===== src/rtl/uart_imem_loader.sv =====
// UART 8N1 receiver that packs little-endian bytes into 32-bit
// instruction words for the instruction-memory program path.
module uart_imem_loader #(
  parameter int          CLKS_PER_BIT = 868,
  parameter logic [31:0] IMEM_BASE    = 32'h0000_0000
) (
  input  logic        clk,
  input  logic        Rst,
  input  logic        rx,
  input  logic        prog,
  output logic        memcon_prog_ena,
  output logic [31:0] uart_dout,
  output logic        prog_we,
  output logic [31:0] prog_addr,
  output logic [15:0] word_count,
  output logic        frame_err,
  output logic        busy
);

  localparam int CW = $clog2(CLKS_PER_BIT);
  localparam logic [CW-1:0] LAST = CW'(CLKS_PER_BIT - 1);
  localparam logic [CW-1:0] MID  = CW'(CLKS_PER_BIT / 2 - 1);

  typedef enum logic [1:0] {
    S_IDLE,
    S_START,
    S_DATA,
    S_STOP
  } state_t;

  state_t        state_q, state_d;
  logic          rx_meta_q, rx_meta_d;
  logic          rx_s_q, rx_s_d;
  logic          prog_q, prog_d;
  logic [CW-1:0] cnt_q, cnt_d;
  logic [2:0]    bit_q, bit_d;
  logic [7:0]    shift_q, shift_d;
  logic [1:0]    idx_q, idx_d;
  logic [31:0]   dout_q, dout_d;
  logic          we_q, we_d;
  logic [31:0]   addr_q, addr_d;
  logic [15:0]   count_q, count_d;
  logic          ferr_q, ferr_d;

  always_ff @(posedge clk) begin
    if (Rst) begin
      state_q   <= S_IDLE;
      rx_meta_q <= 1'b1;
      rx_s_q    <= 1'b1;
      prog_q    <= 1'b0;
      cnt_q     <= '0;
      bit_q     <= '0;
      shift_q   <= '0;
      idx_q     <= '0;
      dout_q    <= '0;
      we_q      <= 1'b0;
      addr_q    <= IMEM_BASE;
      count_q   <= '0;
      ferr_q    <= 1'b0;
    end else begin
      state_q   <= state_d;
      rx_meta_q <= rx_meta_d;
      rx_s_q    <= rx_s_d;
      prog_q    <= prog_d;
      cnt_q     <= cnt_d;
      bit_q     <= bit_d;
      shift_q   <= shift_d;
      idx_q     <= idx_d;
      dout_q    <= dout_d;
      we_q      <= we_d;
      addr_q    <= addr_d;
      count_q   <= count_d;
      ferr_q    <= ferr_d;
    end
  end

  always_comb begin
    state_d   = state_q;
    rx_meta_d = rx;
    rx_s_d    = rx_meta_q;
    prog_d    = prog;
    cnt_d     = cnt_q;
    bit_d     = bit_q;
    shift_d   = shift_q;
    idx_d     = idx_q;
    dout_d    = dout_q;
    we_d      = 1'b0;
    addr_d    = addr_q;
    count_d   = count_q;
    ferr_d    = 1'b0;

    unique case (state_q)
      S_IDLE: begin
        if (prog && !rx_s_q) begin
          state_d = S_START;
          cnt_d   = '0;
        end
      end
      S_START: begin
        if (cnt_q == MID) begin
          cnt_d   = '0;
          bit_d   = '0;
          state_d = rx_s_q ? S_IDLE : S_DATA;
        end else begin
          cnt_d = cnt_q + CW'(1);
        end
      end
      S_DATA: begin
        if (cnt_q == LAST) begin
          cnt_d   = '0;
          shift_d = {rx_s_q, shift_q[7:1]};
          bit_d   = bit_q + 3'd1;
          if (bit_q == 3'd7) state_d = S_STOP;
        end else begin
          cnt_d = cnt_q + CW'(1);
        end
      end
      S_STOP: begin
        if (cnt_q == LAST) begin
          cnt_d   = '0;
          state_d = S_IDLE;
          if (!rx_s_q) begin
            ferr_d = 1'b1;
          end else if (prog) begin
            dout_d[{idx_q, 3'b000} +: 8] = shift_q;
            idx_d = idx_q + 2'd1;
            we_d  = (idx_q == 2'd3);
          end
        end else begin
          cnt_d = cnt_q + CW'(1);
        end
      end
      default: state_d = S_IDLE;
    endcase

    if (we_q) begin
      addr_d  = addr_q + 32'd4;
      count_d = count_q + 16'd1;
    end

    // leaving program mode drops any partial word and restarts addressing
    if (!prog) begin
      idx_d   = '0;
      addr_d  = IMEM_BASE;
      count_d = '0;
      we_d    = 1'b0;
    end
  end

  assign memcon_prog_ena = prog_q;
  assign uart_dout       = dout_q;
  assign prog_we         = we_q;
  assign prog_addr       = addr_q;
  assign word_count      = count_q;
  assign frame_err       = ferr_q;
  assign busy            = (state_q != S_IDLE);

endmodule


===== config.mk =====
export PLATFORM = sky130hd
export DESIGN_NAME = uart_imem_loader
export DESIGN_NICKNAME = d
export VERILOG_FILES = /design/src/rtl/uart_imem_loader.sv
export SDC_FILE = /design/constraint.sdc
export NUM_CORES = 1
export LEC_CHECK = 0
export BUFFER_PORTS_ARGS = -buffer_cell sky130_fd_sc_hd__clkbuf_2
export CAP_MARGIN = 20
export CELL_PAD_IN_SITES_DETAIL_PLACEMENT = 1
export CELL_PAD_IN_SITES_GLOBAL_PLACEMENT = 2
export CORE_ASPECT_RATIO = 1.2
export CORE_UTILIZATION = 36
export DETAILED_ROUTE_END_ITERATION = 8
export GPL_TIMING_DRIVEN = 1
export PLACE_DENSITY = 0.94
export SETUP_SLACK_MARGIN = 0.5
export SLEW_MARGIN = 20
export SYNTH_ARGS = -nofsm -noshare
export SYNTH_HDL_FRONTEND = slang
export SYNTH_SLANG_ARGS = --single-unit

===== constraint.sdc =====
create_clock -name clk -period 5.25 [get_ports clk]
set_clock_uncertainty 0.05 [all_clocks]
set_input_delay 1.575 -clock clk [delete_from_list [all_inputs] [get_ports clk]]
set_output_delay 1.575 -clock clk [all_outputs]
set_load 0.02 [all_outputs]

Yosys cells after proc, flatten, opt, wreduce, memory -nomap -nowiden
Index checks and enable logic that the tools add are counted.
{"block": "totals", "register_bits": 110, "inputBits": 4, "out_inout_bits": 84, "wordCells": 67}
{"block": "op_classes", "n_addsub": 6, "n_eq_ne": 12, "n_shift": 2, "mux": 16, "bitwise_logic": 4, "reduce_logical": 14}
{"cell": "32-bit by 3-bit adder with 32-bit output (second input constant)", "count": 1}
{"cell": "32-bit bitwise mux", "count": 1}
{"cell": "8-bit by 7-bit variable shift with 32-bit output (first input constant)", "count": 1}
{"cell": "8-bit by 7-bit indexed part select with 32-bit output", "count": 1}
{"cell": "10-bit 2-to-1 mux", "count": 3}
{"cell": "10-bit one-hot mux with 3 select lines", "count": 1}
{"cell": "16-bit by 1-bit adder with 16-bit output (second input constant)", "count": 1}
{"cell": "2-bit 2-to-1 mux", "count": 6}
{"cell": "10-bit by 1-bit adder with 10-bit output (second input constant)", "count": 1}
{"cell": "10-bit equality test (second input constant)", "count": 1}
{"cell": "10-bit by 9-bit equality test with 1-bit output (second input constant)", "count": 1}
{"cell": "2-bit inequality test (second input constant)", "count": 5}
{"cell": "2-bit one-hot mux with 4 select lines", "count": 1}
{"cell": "5-bit negation with 7-bit output", "count": 1}
{"cell": "2-bit equality test (second input constant)", "count": 3}
{"cell": "3-bit 2-to-1 mux", "count": 2}
{"cell": "3-bit one-hot mux with 2 select lines", "count": 1}
{"cell": "3-bit AND reduction", "count": 2}
{"cell": "5-bit AND reduction", "count": 1}
{"cell": "5-bit OR reduction", "count": 1}
{"cell": "1-bit inverter", "count": 4}
{"cell": "4-bit AND reduction", "count": 1}
{"cell": "2-bit nonzero test", "count": 2}
{"cell": "2-bit OR reduction", "count": 2}
{"cell": "10 further kinds", "count": 10}

Logic depth before layout (Yosys ltp)
Gate-level depths: netlist of run 1.
{"block": "depth", "word_depth": 4, "ltp_mapped": 8, "depth_no_buf": 7}

Worst setup path before layout of run 1
Ideal clock, no wire load.
{"block": "synth_path", "path_type": "in2reg", "startpoint": "in Rst", "endpoint": "reg shift_q[0]", "setup_ps": 128, "arrival_ps": 2443, "required_time_ps": 5072, "slack_ps": 2630, "cell_stages": 4, "path_buffers": 3, "path_cell_list": "clkbuf_1 -> clkbuf_1 -> clkbuf_1 -> nor2_1"}
{"item": "start, declared", "line_no": "8", "rtl": "input logic Rst,"}
{"item": "end signal, assigned", "line_no": "67", "rtl": "shift_q <= shift_d;"}
{"item": "end, declared", "line_no": "37", "rtl": "logic [7:0] shift_q, shift_d;"}
No word-level cell between the ends.

Final worst setup path of run 1
{"block": "layout_path", "startpoint": "reg state_q[0]", "endpoint": "out busy"}
{"block": "layout_between", "elab_chain_len": 1}
{"item": "start, declared", "line_no": "31", "rtl": "state_t state_q, state_d;"}
{"item": "start signal, assigned", "line_no": "61", "rtl": "state_q <= state_d;"}
{"item": "2-bit nonzero test", "line_no": "156", "rtl": "assign busy = (state_q != S_IDLE);"}
{"item": "end, declared", "line_no": "17", "rtl": "output logic busy"}
No other way between the ends.

==> results of run 1 <==
per-layer routing:
layer | up-vias | global-route usage | wire (µm)
met3 | 14 | 0.0282 | 382
met1 | 1979 | 0.215 | 5470
met2 | 61 | 0.300 | 5900
met5 | - | 0 | 0
met4 | 0 | 0.0822 | 221
li1 | 1977 | - | -
critical path, delay by kind of cell (launching register included):
kind          cells  cell delay [ps]
simple gates      1              340
flops             1              390
buf+inv           1              160
kinds of logic (layout without fill, tap and decap cells):
| kind of cell | count (synthesis) | after routing | synth area share |
|---|---|---|---|
| and+or+nand+nor | 267 | 267 | 0.295 |
| DFF | 108 | 108 | 0.444 |
| muxes | 43 | 43 | 0.0884 |
| xor gates and xnor gates | 42 | 42 | 0.0756 |
| buffers and inverters | 33 | 116 | 0.0278 |
| AOI/OAI and AO/OA | 31 | 31 | 0.0378 |
| adders and majority gates | 12 | 12 | 0.0308 |
| other | 1 | 2 | 0.000770 |
flip-flops by register name (all words and copies together) (netlist names), 2 cells and up, named ones only:
register / flops
word_count: 16
cnt_q: 10
prog_addr: 30
shift_q: 8
idx_q: 2
bit_q: 3
uart_dout: 32
layout make-up:
| cell class | count | area (µm²) |
|---|---|---|
| sequential | 108 | 2160 |
| fill | 1578 | 7420 |
| clock inverter | 7 | 86.3 |
| multi-input combinational | 397 | 2580 |
| inverter | 11 | 41.3 |
| tap | 168 | 210 |
| clock buffer | 9 | 225 |
| timing repair buffer | 89 | 455 |
metrics by stage:
| step | hold WS (ps) | worst slack (ps) |
|---|---|---|
| 2_1_floorplan | 339 | 2630 |
| 3_3_place_gp | 346 | 2400 |
| 3_5_place_dp | 353 | 2360 |
| 4_1_cts | 371 | 2330 |
| 5_1_grt | 385 | 2290 |
| 6_report | 367 | 2370 |
path summary, 6_finish.rpt:
check	start	to	slack (ps)	cells past startpoint
setup reg to reg	idx_q[0]$_SDFFE_PP0P_	uart_dout[12]$_SDFFE_PP0P_	2960	5
hold / removal	rx_meta_q$_SDFF_PP1_	rx_s_q$_SDFF_PP1_	370	1
hold reg to reg	rx_meta_q$_SDFF_PP1_	rx_s_q$_SDFF_PP1_	370	1
setup / recovery	state_q[0]$_SDFFE_PP0P_	busy	2370	2
power by group through the flow:
stage | clock, mW | combinational (mW) | sequential, mW
finish | 0.697 | 0.0346 | 0.823
global route | 0.751 | 0.0383 | 0.823
CTS | 0.720 | 0.0351 | 0.823
detailed placement | 0 | 0.0351 | 0.842
global placement | 0 | 0.0341 | 0.842
floorplan | 0 | 0.0260 | 0.842
placed cells by master, fill, tap and decap left out, drive strengths merged, types with 15 or more instances in the layout:
master  instances
dfxtp         108
clkbuf         94
nand2          61
nor2           57
mux2i          43
nand2b         39
xor2           27
nand4          25
nand3          21
xnor2          15
==> run summary, run 1 <==
Hold-fix buffers, CTS: 0
Most numerous cell in the Yosys netlist: dfxtp_1
Worst-Skew Late Latency: 350 ps
Internal power: 1.21 mW
Dominant cells by area after synthesis: dfxtp_1 (44%), mux2i_1 (8.8%), nand2b_1 (5.0%), xor2_1 (4.9%), nand2_1 (4.4%)
Synth Warn #: 0
Pwr/cell area: 270 nW/µm²
Dpl cell area: 5450 µm²
Tcrit/Tclk final: 0.548
Crit path capture type: primary output
Core Box Area: 13,200 µm²
Status: complete, no violations
Cells after Synth: 537
DRC Markers: 0
Post-Place Cells: 773
Fmax: 348 MHz
DP HPWL: 8680 µm
Post-Route WL: 12,000 µm
Tmin final: 2880 ps
Setup Viol. Count Final: 0
Crit path arrival time: 1250 ps
Largest net degree at the start of global routing: 67
Final Power: 1.55 mW
Initial antenna violation count: 0
Max Slew Vio Count: 0
Via count: 4,031
Netlist cell types: 43
Comb power frac: 0.022
Maximum VDD drop: 152 µV
Yosys top cell by area: dfxtp_1
Top cells by count, synth: dfxtp_1 (108), nand2_1 (57), nor2_1 (57)
Setup TNS: 0 ps
I/O Pins: 88
Die Area: 14,000 µm²
Asr flop ratio synth: 0
Clk buf depth: 2
Grt ovf: 0
Initial drt markers: 142
Psw: 348 µW
CTS tree: done
Root Buffer: clkbuf_16
CP max FO: 8
P_leak: 2.41 nW
CTS clk-pin slew, worst paths: 80 ps
Vias in the first global route: 3,946
Ys flop type: dfxtp_1
Slowest stage delay, CP: 390 ps
Starting Density: 0.369
Sw Share: 0.224
GRT Resource Usage Total: 0.176
Slew @ Worst Pin: 967 ps
Slowest CP cell: dfxtp_1
Die H: 129 µm
Worst Hold Class: reg -> reg
Relative slew slack: 0.354
Max Cap Violations: 0
Cell Area, Synth: 4870 µm²
Layout cells sized above 1: 0.193
Sequential Power Share: 0.529
Port Buf Inserts: 85
Routed Antenna Nets: 0
P&R area growth vs syn: 18.4%
Wire per inst: 15.2 µm
Endpoints failing hold: 0
FF+latch count, synth: 108
Clock sinks: 108
Area share of the largest cell type after synthesis: 0.444
Worst-path cell chain: or2_2, clkbuf_2
Die W: 108 µm
Post_cts resized: 0
Final Instance Area: 5760 µm²
WS Path Type: reg -> out
Crit start category: flop
Post-CTS Setup Bufs: 0
Layout Nets: 632
Post-synth EDFFs: 0
Worst Path Required: 3630 ps
Power share of the clock group: 0.448
H-tree levels: 3
Routed vias/inst: 5.11
Avg Cell Area, Syn: 9.06 µm²
First-pass GRT wire length: 19,200 µm
N_diodes: 0
Util after Layout: 0.437
Sequential area share after synthesis: 0.444
Row Count: 46
GP Congestion: 0.767
TritonCTS buffer count: 9
DR pass1 iterations: 4
Final Non-Filler Cells: 789
RSZ-0062 raised after global routing: no
(Power assumes the default switching activity.)
==> run 2, diff against run 1 <==
--- a/config.mk
+++ b/config.mk
@@ -10,10 +10,10 @@
 export CELL_PAD_IN_SITES_DETAIL_PLACEMENT = 1
 export CELL_PAD_IN_SITES_GLOBAL_PLACEMENT = 2
 export CORE_ASPECT_RATIO = 1.2
-export CORE_UTILIZATION = 36
+export CORE_UTILIZATION = 30
 export DETAILED_ROUTE_END_ITERATION = 8
 export GPL_TIMING_DRIVEN = 1
-export PLACE_DENSITY = 0.94
+export PLACE_DENSITY = 0.85
 export SETUP_SLACK_MARGIN = 0.5
 export SLEW_MARGIN = 20
 export SYNTH_ARGS = -nofsm -noshare
==> constraint.sdc (replaced) <==
create_clock -name clk -period 2.4 [get_ports clk]
set_clock_uncertainty 0.05 [all_clocks]
set_input_delay 0.72 -clock clk [delete_from_list [all_inputs] [get_ports clk]]
set_output_delay 0.72 -clock clk [all_outputs]
set_load 0.02 [all_outputs]
==> run 2 against run 1 <==
Cell count grew 7.0%. Flip-flop and latch count unchanged. Hold slack got worse by 4.3 ps. Sequential share of layout area shrank 1.5 points. Total power increased by 130%. Final area up 5.1%. Worst setup slack worse by 1900 ps. Wire length up 6.5%. Clock power increased by 140%. First-iteration DRC count is 1.4% lower. Largest power group unchanged.
==> run summary, run 2 (synthesized netlist as in run 1, its figures left out) <==
Sw Share: 0.218 (was 0.224)
Status: complete, no violations (unchanged)
Crit path capture type: primary output (unchanged)
Min Hold Slack: 363 ps (was 367 ps)
Wire per inst: 15.1 µm (was 15.2 µm)
H-tree levels: 3 (unchanged)
Max Cap Violations: 0 (unchanged)
Crit path arrival time: 1120 ps (was 1250 ps)
P_leak: 2.52 nW (was 2.41 nW)
Initial drt markers: 140 (was 142)
Fmax: 529 MHz
Slowest stage delay, CP: 360 ps (was 390 ps)
Commonest cells after routing, fill and taps aside: dfxtp_1 (98), clkbuf_2 (83), nand2_1 (57), nor2_1 (57), mux2i_1 (43) (was dfxtp_1 (108), clkbuf_2 (85), nand2_1 (57), nor2_1 (57), mux2i_1 (43))
Relative slew slack: 0.664 (was 0.354)
DRC Markers: 0 (unchanged)
R2r setup slk: 550 ps (was 2960 ps)
TritonCTS buffer count: 9 (unchanged)
Worst-path cell chain: or2_4, clkbuf_8 (was or2_2, clkbuf_2)
Max Slew Vio Count: 0 (unchanged)
GRT Resource Usage Total: 0.158 (was 0.176)
Psw: 776 µW (was 348 µW)
CTS clk-pin slew, worst paths: 70 ps (was 80 ps)
Pwr/cell area: 587 nW/µm² (was 270 nW/µm²)
Tcrit/Tclk final: 0.787
Clock sinks: 108 (unchanged)
Final Power: 3.55 mW (was 1.55 mW)
CTS tree: done (unchanged)
First-pass GRT wire length: 21,100 µm (was 19,200 µm)
Worst-Skew Late Latency: 360 ps (was 350 ps)
Worst r2r src: cnt_q[1]$_SDFFE_PP0P_ (was idx_q[0]$_SDFFE_PP0P_)
Slew @ Worst Pin: 503 ps (was 967 ps)
Post-layout worst setup margin: 510 ps (was 2370 ps)
Critical Path Sink: busy (unchanged)
Worst r2r path cells: 7 (was 5)
Post-Route WL: 12,700 µm (was 12,000 µm)
GP Congestion: 0.815 (was 0.767)
CP max FO: 9 (was 8)
Dpl cell area: 5570 µm² (was 5450 µm²)
Via count: 4,138 (was 4,031)
Port Buf Inserts: 85 (unchanged)
Vias in the first global route: 4,255 (was 3,946)
Slowest CP cell: dfxtp_2 (was dfxtp_1)
Core Box Area: 15,700 µm² (was 13,200 µm²)
Layout fillers: 1,853 (was 1,578)
Internal power: 2.78 mW (was 1.21 mW)
I/O Pins: 88 (unchanged)
RSZ-0062 raised after global routing: yes (was no)
Worst Path Required: 1630 ps (was 3630 ps)
Worst Hold Class: reg -> reg (unchanged)
Root Buffer: clkbuf_16 (unchanged)
Routed vias/inst: 4.90 (was 5.11)
Grt ovf: 0 (unchanged)
Final Instance Area: 6050 µm² (was 5760 µm²)
Largest net degree at the start of global routing: 46 (was 67)
Comb power frac: 0.025 (was 0.022)
WS Path Type: reg -> out (unchanged)
N_diodes: 0 (unchanged)
P&R area growth vs syn: 24.4% (was 18.4%)
Endpoints failing hold: 0 (unchanged)
Post-Place Cells: 822 (was 773)
Final Non-Filler Cells: 844 (was 789)
Layout cells sized above 1: 0.239 (was 0.193)
Cell count of the worst hold path: 1 (unchanged)
Setup TNS: 0 ps (unchanged)
Initial antenna violation count: 0 (unchanged)
Tmin final: 1890 ps
Die Area: 16,700 µm² (was 14,000 µm²)
Power share of the clock group: 0.468 (was 0.448)
Row Count: 50 (was 46)
Sequential Power Share: 0.506 (was 0.529)
Maximum VDD drop: 286 µV (was 152 µV)
Largest register FFs: 32 (unchanged)
Clk buf depth: 2 (unchanged)
Layout Nets: 647 (was 632)
DP HPWL: 9130 µm (was 8680 µm)
DR pass1 iterations: 4 (unchanged)
Die H: 142 µm (was 129 µm)
Routed Antenna Nets: 0 (unchanged)
Starting Density: 0.310 (was 0.369)
Util after Layout: 0.385 (was 0.437)
R2r endpoint: cnt_q[5]$_SDFFE_PP0P_ (was uart_dout[12]$_SDFFE_PP0P_)
DP Worst Slack: 289 ps (was 2360 ps)
Crit start category: flop (unchanged)
Setup Viol. Count Final: 0 (unchanged)
Die W: 118 µm (was 108 µm)
Most common cell after layout, fill and taps aside: dfxtp_1 (unchanged)
-- run 2: critical path, delay by kind of cell, from the launching register on --
kind | cells | cell delay, ps
and+or+nand+nor | 1 | 250
DFF | 1 | 360
buffers and inverters | 1 | 150
-- run 2: timing repair --
item	in CTS	in global routing
hold buffers	0	0
pin swaps	1	5
buffers inserted	3	2
endpoints found under the setup margin	68	45
endpoints found under the hold margin	0	0
gates resized for setup	14	16
cloned	1	0
-- run 2: area by class of cell --
| cell class | instances | area [µm²] | share of cell area |
|---|---|---|---|
| Clock buffer | 10 | 239 | 0.0395 |
| Tap cell | 208 | 260 | 0.0430 |
| Timing Repair Buffer | 103 | 586 | 0.0967 |
| Multi-Input combinational cell | 398 | 2650 | 0.438 |
| Clock inverter | 6 | 93.8 | 0.0155 |
| Sequential cell | 108 | 2180 | 0.360 |
| Inverter | 11 | 41.3 | 0.00682 |
-- run 2: worst min path at each step --
stage	from	to	slack, ps
after detailed placement	rx_meta_q$_SDFF_PP1_	rx_s_q$_SDFF_PP1_	350
after global routing	rx_meta_q$_SDFF_PP1_	rx_s_q$_SDFF_PP1_	390
final	rx_meta_q$_SDFF_PP1_	rx_s_q$_SDFF_PP1_	360
after CTS	rx_meta_q$_SDFF_PP1_	rx_s_q$_SDFF_PP1_	370
after floorplan	rx_meta_q$_SDFF_PP1_	rx_s_q$_SDFF_PP1_	340
after global placement	rx_meta_q$_SDFF_PP1_	rx_s_q$_SDFF_PP1_	340
-- run 2: power by group through the flow --
stage | Clock (mW) | Combinational, mW | Sequential [mW]
after CTS | 1.72 | 0.0906 | 1.80
after global placement | 0 | 0.0796 | 1.84
after floorplan | 0 | 0.0569 | 1.84
after global routing | 1.79 | 0.0994 | 1.80
final | 1.66 | 0.0906 | 1.80
after detailed placement | 0 | 0.0820 | 1.84
-- run 2: routing by layer --
metal | track usage | share of wire | vias up
met1 | 0.189 | 0.45 | 2030
met3 | 0.0229 | 0.028 | 18
met5 | 0 | 0 | -
li1 | - | - | 2022
met2 | 0.280 | 0.50 | 68
met4 | 0.0715 | 0.022 | 0
==> run 3, diff against run 2 <==
--- a/config.mk
+++ b/config.mk
@@ -5,15 +5,16 @@
 export SDC_FILE = /design/constraint.sdc
 export NUM_CORES = 1
 export LEC_CHECK = 0
+export ABC_AREA = 1
 export BUFFER_PORTS_ARGS = -buffer_cell sky130_fd_sc_hd__clkbuf_2
 export CAP_MARGIN = 20
 export CELL_PAD_IN_SITES_DETAIL_PLACEMENT = 1
 export CELL_PAD_IN_SITES_GLOBAL_PLACEMENT = 2
 export CORE_ASPECT_RATIO = 1.2
-export CORE_UTILIZATION = 30
+export CORE_UTILIZATION = 31
 export DETAILED_ROUTE_END_ITERATION = 8
 export GPL_TIMING_DRIVEN = 1
-export PLACE_DENSITY = 0.85
+export PLACE_DENSITY = 0.89
 export SETUP_SLACK_MARGIN = 0.5
 export SLEW_MARGIN = 20
 export SYNTH_ARGS = -nofsm -noshare
==> constraint.sdc (replaced) <==
create_clock -name clk -period 1.8 [get_ports clk]
set_clock_uncertainty 0.05 [all_clocks]
set_input_delay 0.54 -clock clk [delete_from_list [all_inputs] [get_ports clk]]
set_output_delay 0.54 -clock clk [all_outputs]
set_load 0.02 [all_outputs]
==> run 3 against run 2 <==
The run now ends with negative setup slack left. Via count up 46%. Flip-flop and latch count unchanged. Synthesized area up 3.5%. Critical path depth up 9. Worst setup slack worse by 540 ps. Synthesized cell count up 32%. Sequential share of layout area down 11 points. Register-to-register slack worse by 580 ps. Die area up 0.15%.
==> run summary, run 3 <==
Layout cells sized above 1: 0.634 (was 0.239)
RSZ-0062 raised after global routing: yes (unchanged)
Largest net degree at the start of global routing: 29 (was 46)
Tcrit/Tclk final: 1.01
TritonCTS buffer count: 9 (unchanged)
N_diodes: 0 (unchanged)
I/O Pins: 88 (unchanged)
Area share of the largest cell type after synthesis: 0.429 (was 0.444)
H-tree levels: 3 (unchanged)
Port Buf Inserts: 85 (unchanged)
Post-synth EDFFs: 0 (unchanged)
Top cells by count, synth: nand2_1 (189), dfxtp_1 (108), nor2_1 (91) (was dfxtp_1 (108), nand2_1 (57), nor2_1 (57))
Die W: 118 µm (about the same)
Routed Antenna Nets: 0 (unchanged)
Avg Cell Area, Syn: 7.10 µm² (was 9.06 µm²)
Netlist cell types: 38 (was 43)
P&R area growth vs syn: 91.5% (was 24.4%)
Row Count: 50 (unchanged)
Sequential area share after synthesis: 0.429 (was 0.444)
Die H: 142 µm (about the same)
CP max FO: 7 (was 9)
R2r setup slk: -30 ps (was 550 ps)
Dpl cell area: 6040 µm² (was 5570 µm²)
CTS tree: done (unchanged)
FF+latch count, synth: 108 (unchanged)
Wire per inst: 21.3 µm (was 15.1 µm)
Yosys top cell by area: dfxtp_1 (unchanged)
Setup Viol. Count Final: 4 (was 0)
GP Congestion: 0.821 (was 0.815)
Crit path capture type: flop (was primary output)
DP Worst Slack: 59.2 ps (was 289 ps)
Largest register FFs: 32 (unchanged)
DP HPWL: 11,200 µm (was 9130 µm)
Commonest cells after routing, fill and taps aside: nand2_1 (117), buf_4 (111), buf_8 (81) (was dfxtp_1 (98), clkbuf_2 (83), nand2_1 (57), nor2_1 (57), mux2i_1 (43))
Status: finished, violations left (was complete, no violations)
Vias in the first global route: 6,329 (was 4,255)
Starting Density: 0.320 (was 0.310)
Fmax: 548 MHz
Final Instance Area: 9650 µm² (was 6050 µm²)
Tmin final: 1830 ps
Worst Path Required: 2000 ps (was 1630 ps)
Routed vias/inst: 5.23 (was 4.90)
Dominant cells by area after synthesis: dfxtp_1 (43%), nand2_1 (14%), a21oi_1 (8.1%), nor2_1 (6.8%), inv_1 (4.7%) (was dfxtp_1 (44%), mux2i_1 (8.8%), nand2b_1 (5.0%), xor2_1 (4.9%), nand2_1 (4.4%))
Worst r2r src: cnt_q[1]$_SDFFE_PP0P_ (unchanged)
Slowest CP cell: dfxtp_4 (was dfxtp_2)
Max Slew Vio Count: 0 (unchanged)
Endpoints failing hold: 0 (unchanged)
Clock sinks: 108 (unchanged)
Most common cell after layout, fill and taps aside: nand2_1 (was dfxtp_1)
Violated checks: negative setup slack
Ys flop type: dfxtp_1 (unchanged)
Cell count of the worst hold path: 2 (was 1)
Layout fillers: 1,711 (was 1,853)
Crit path arrival time: 2020 ps (was 1120 ps)
Post-layout worst setup margin: -25.7 ps (was 510 ps)
CTS clk-pin slew, worst paths: 80 ps (was 70 ps)
Min-Delay Endpoint: rx_meta_q$_SDFF_PP1_ (was rx_s_q$_SDFF_PP1_)
Asr flop ratio synth: 0 (unchanged)
DRC Markers: 0 (unchanged)
Initial antenna violation count: 0 (unchanged)
Slowest stage delay, CP: 370 ps (was 360 ps)
Die Area: 16,800 µm² (was 16,700 µm²)
P_leak: 3.90 nW (was 2.52 nW)
Via count: 6,056 (was 4,138)
Clk buf depth: 2 (unchanged)
Worst-Skew Late Latency: 370 ps (was 360 ps)
Most numerous cell in the Yosys netlist: nand2_1 (was dfxtp_1)
Initial drt markers: 411 (was 140)
Pwr/cell area: 505 nW/µm² (was 587 nW/µm²)
Root Buffer: clkbuf_16 (unchanged)
GRT Resource Usage Total: 0.249 (was 0.158)
Cells after Synth: 709 (was 537)
Worst Hold Class: in -> reg (was reg -> reg)
Max Cap Violations: 0 (unchanged)
Core Box Area: 15,800 µm² (was 15,700 µm²)
Worst hold start: rx (was rx_meta_q$_SDFF_PP1_)
Layout Nets: 962 (was 647)
Cell Area, Synth: 5040 µm² (was 4870 µm²)
Post-Route WL: 24,700 µm (was 12,700 µm)
Worst r2r path cells: 11 (was 7)
DR pass1 iterations: 5 (was 4)
Grt ovf: 0 (unchanged)
Worst setup startpoint: cnt_q[1]$_SDFFE_PP0P_
First-pass GRT wire length: 33,100 µm (was 21,100 µm)
Setup TNS: -53.9 ps (was 0 ps)
Crit start category: flop (unchanged)
R2r endpoint: uart_dout[24]$_SDFFE_PP0P_ (was cnt_q[5]$_SDFFE_PP0P_)
Synth Warn #: 0 (unchanged)
Maximum VDD drop: 553 µV (was 286 µV)
WS Path Type: reg -> reg (was reg -> out)
Worst-path cell chain: ha_4, nand2_4, nor2_4, nand3_4, nor2_8, buf_12, buf_6, buf_6, nand3_4, nand2_2, a21oi_2 (was or2_4, clkbuf_8)
-- run 3: cell types whose count changed in the layout (fill, tap and decap cells not counted), sizes merged, moves of 15 or more --
cell    change
buf       +216
xor2       -22
inv        +57
nor2       +40
a21oi      +71
clkbuf     -81
nor3       +15
mux2i      -43
o21ai      +27
nand2b     -39
nand2     +131
-- run 3: cells by family after synthesis --
kind of cell | count (synthesis) | share of synthesized area
XOR/XNOR | 9 | 0.0156
flip-flops | 108 | 0.429
AND/OR/NAND/NOR | 363 | 0.319
other | 1 | 0.000744
buffers and inverters | 89 | 0.0735
AO/OA/AOI/OAI | 127 | 0.132
adder cells (fa/ha/maj) | 12 | 0.0298
-- run 3: area by class of cell --
cell class	instances	area, µm²	share of cell area
multi-input cells	517	3710	0.385
repair buffers	239	2630	0.273
flip-flops and latches	108	2390	0.248
inverters	71	343	0.0355
well taps	208	260	0.0270
clock buffers	9	225	0.0233
clock inverters	7	83.8	0.00869
-- run 3: through the flow --
stage	hold slack, ps	utilization	instances	total power [mW]
after floorplan	339	-	710	2.60
after global placement	352	0.383	995	2.65
after CTS	305	0.550	1117	4.81
after global routing	306	0.612	1159	5.02
final	308	0.612	1159	4.87
after detailed placement	368	0.383	995	2.66
-- run 3: power by group --
group / switching [mW] / total (mW) / internal (mW)
clock network: 1.08 / 2.18 / 1.11
registers: 0.0170 / 2.35 / 2.33
logic: 0.222 / 0.336 / 0.114
total: 1.32 / 4.87 / 3.56
-- run 3: worst max-delay path by stage --
stage | slack (ps) | endpoint | cells past startpoint
final | -30 | uart_dout[24]$_SDFFE_PP0P_ | 11
after global routing | -110 | uart_dout[23]$_SDFFE_PP0P_ | 10
after CTS | 180 | busy | 3
after detailed placement | 60 | uart_dout[19]$_SDFFE_PP0P_ | 9
after global placement | 170 | uart_dout[9]$_SDFFE_PP0P_ | 9
after floorplan | 170 | uart_dout[27]$_SDFFE_PP0P_ | 9
-- run 3: worst max-delay path: cells and delay by family, from the launching register on --
kind	cells	cell delay, ps
AOI/OAI and AO/OA	1	60
adders and majority gates	1	150
buffers and inverters	3	350
DFF	1	370
and+or+nand+nor	6	720
-- run 3: metal layers --
metal | track usage | vias to the layer above | share of wire
met2 | 0.489 | 176 | 0.55
met5 | 0 | - | 0
met4 | 0.0897 | 0 | 0.040
li1 | - | 2800 | -
met1 | 0.267 | 3004 | 0.37
met3 | 0.0398 | 76 | 0.037
-- run 3: repair_timing --
| item | CTS | global route |
|---|---|---|
| buffers inserted | 101 | 42 |
| cloned | 5 | 0 |
| pin swaps | 94 | 78 |
| gates resized for setup | 411 | 223 |
| hold buffers | 0 | 0 |
| endpoints found under the setup margin | 174 | 184 |
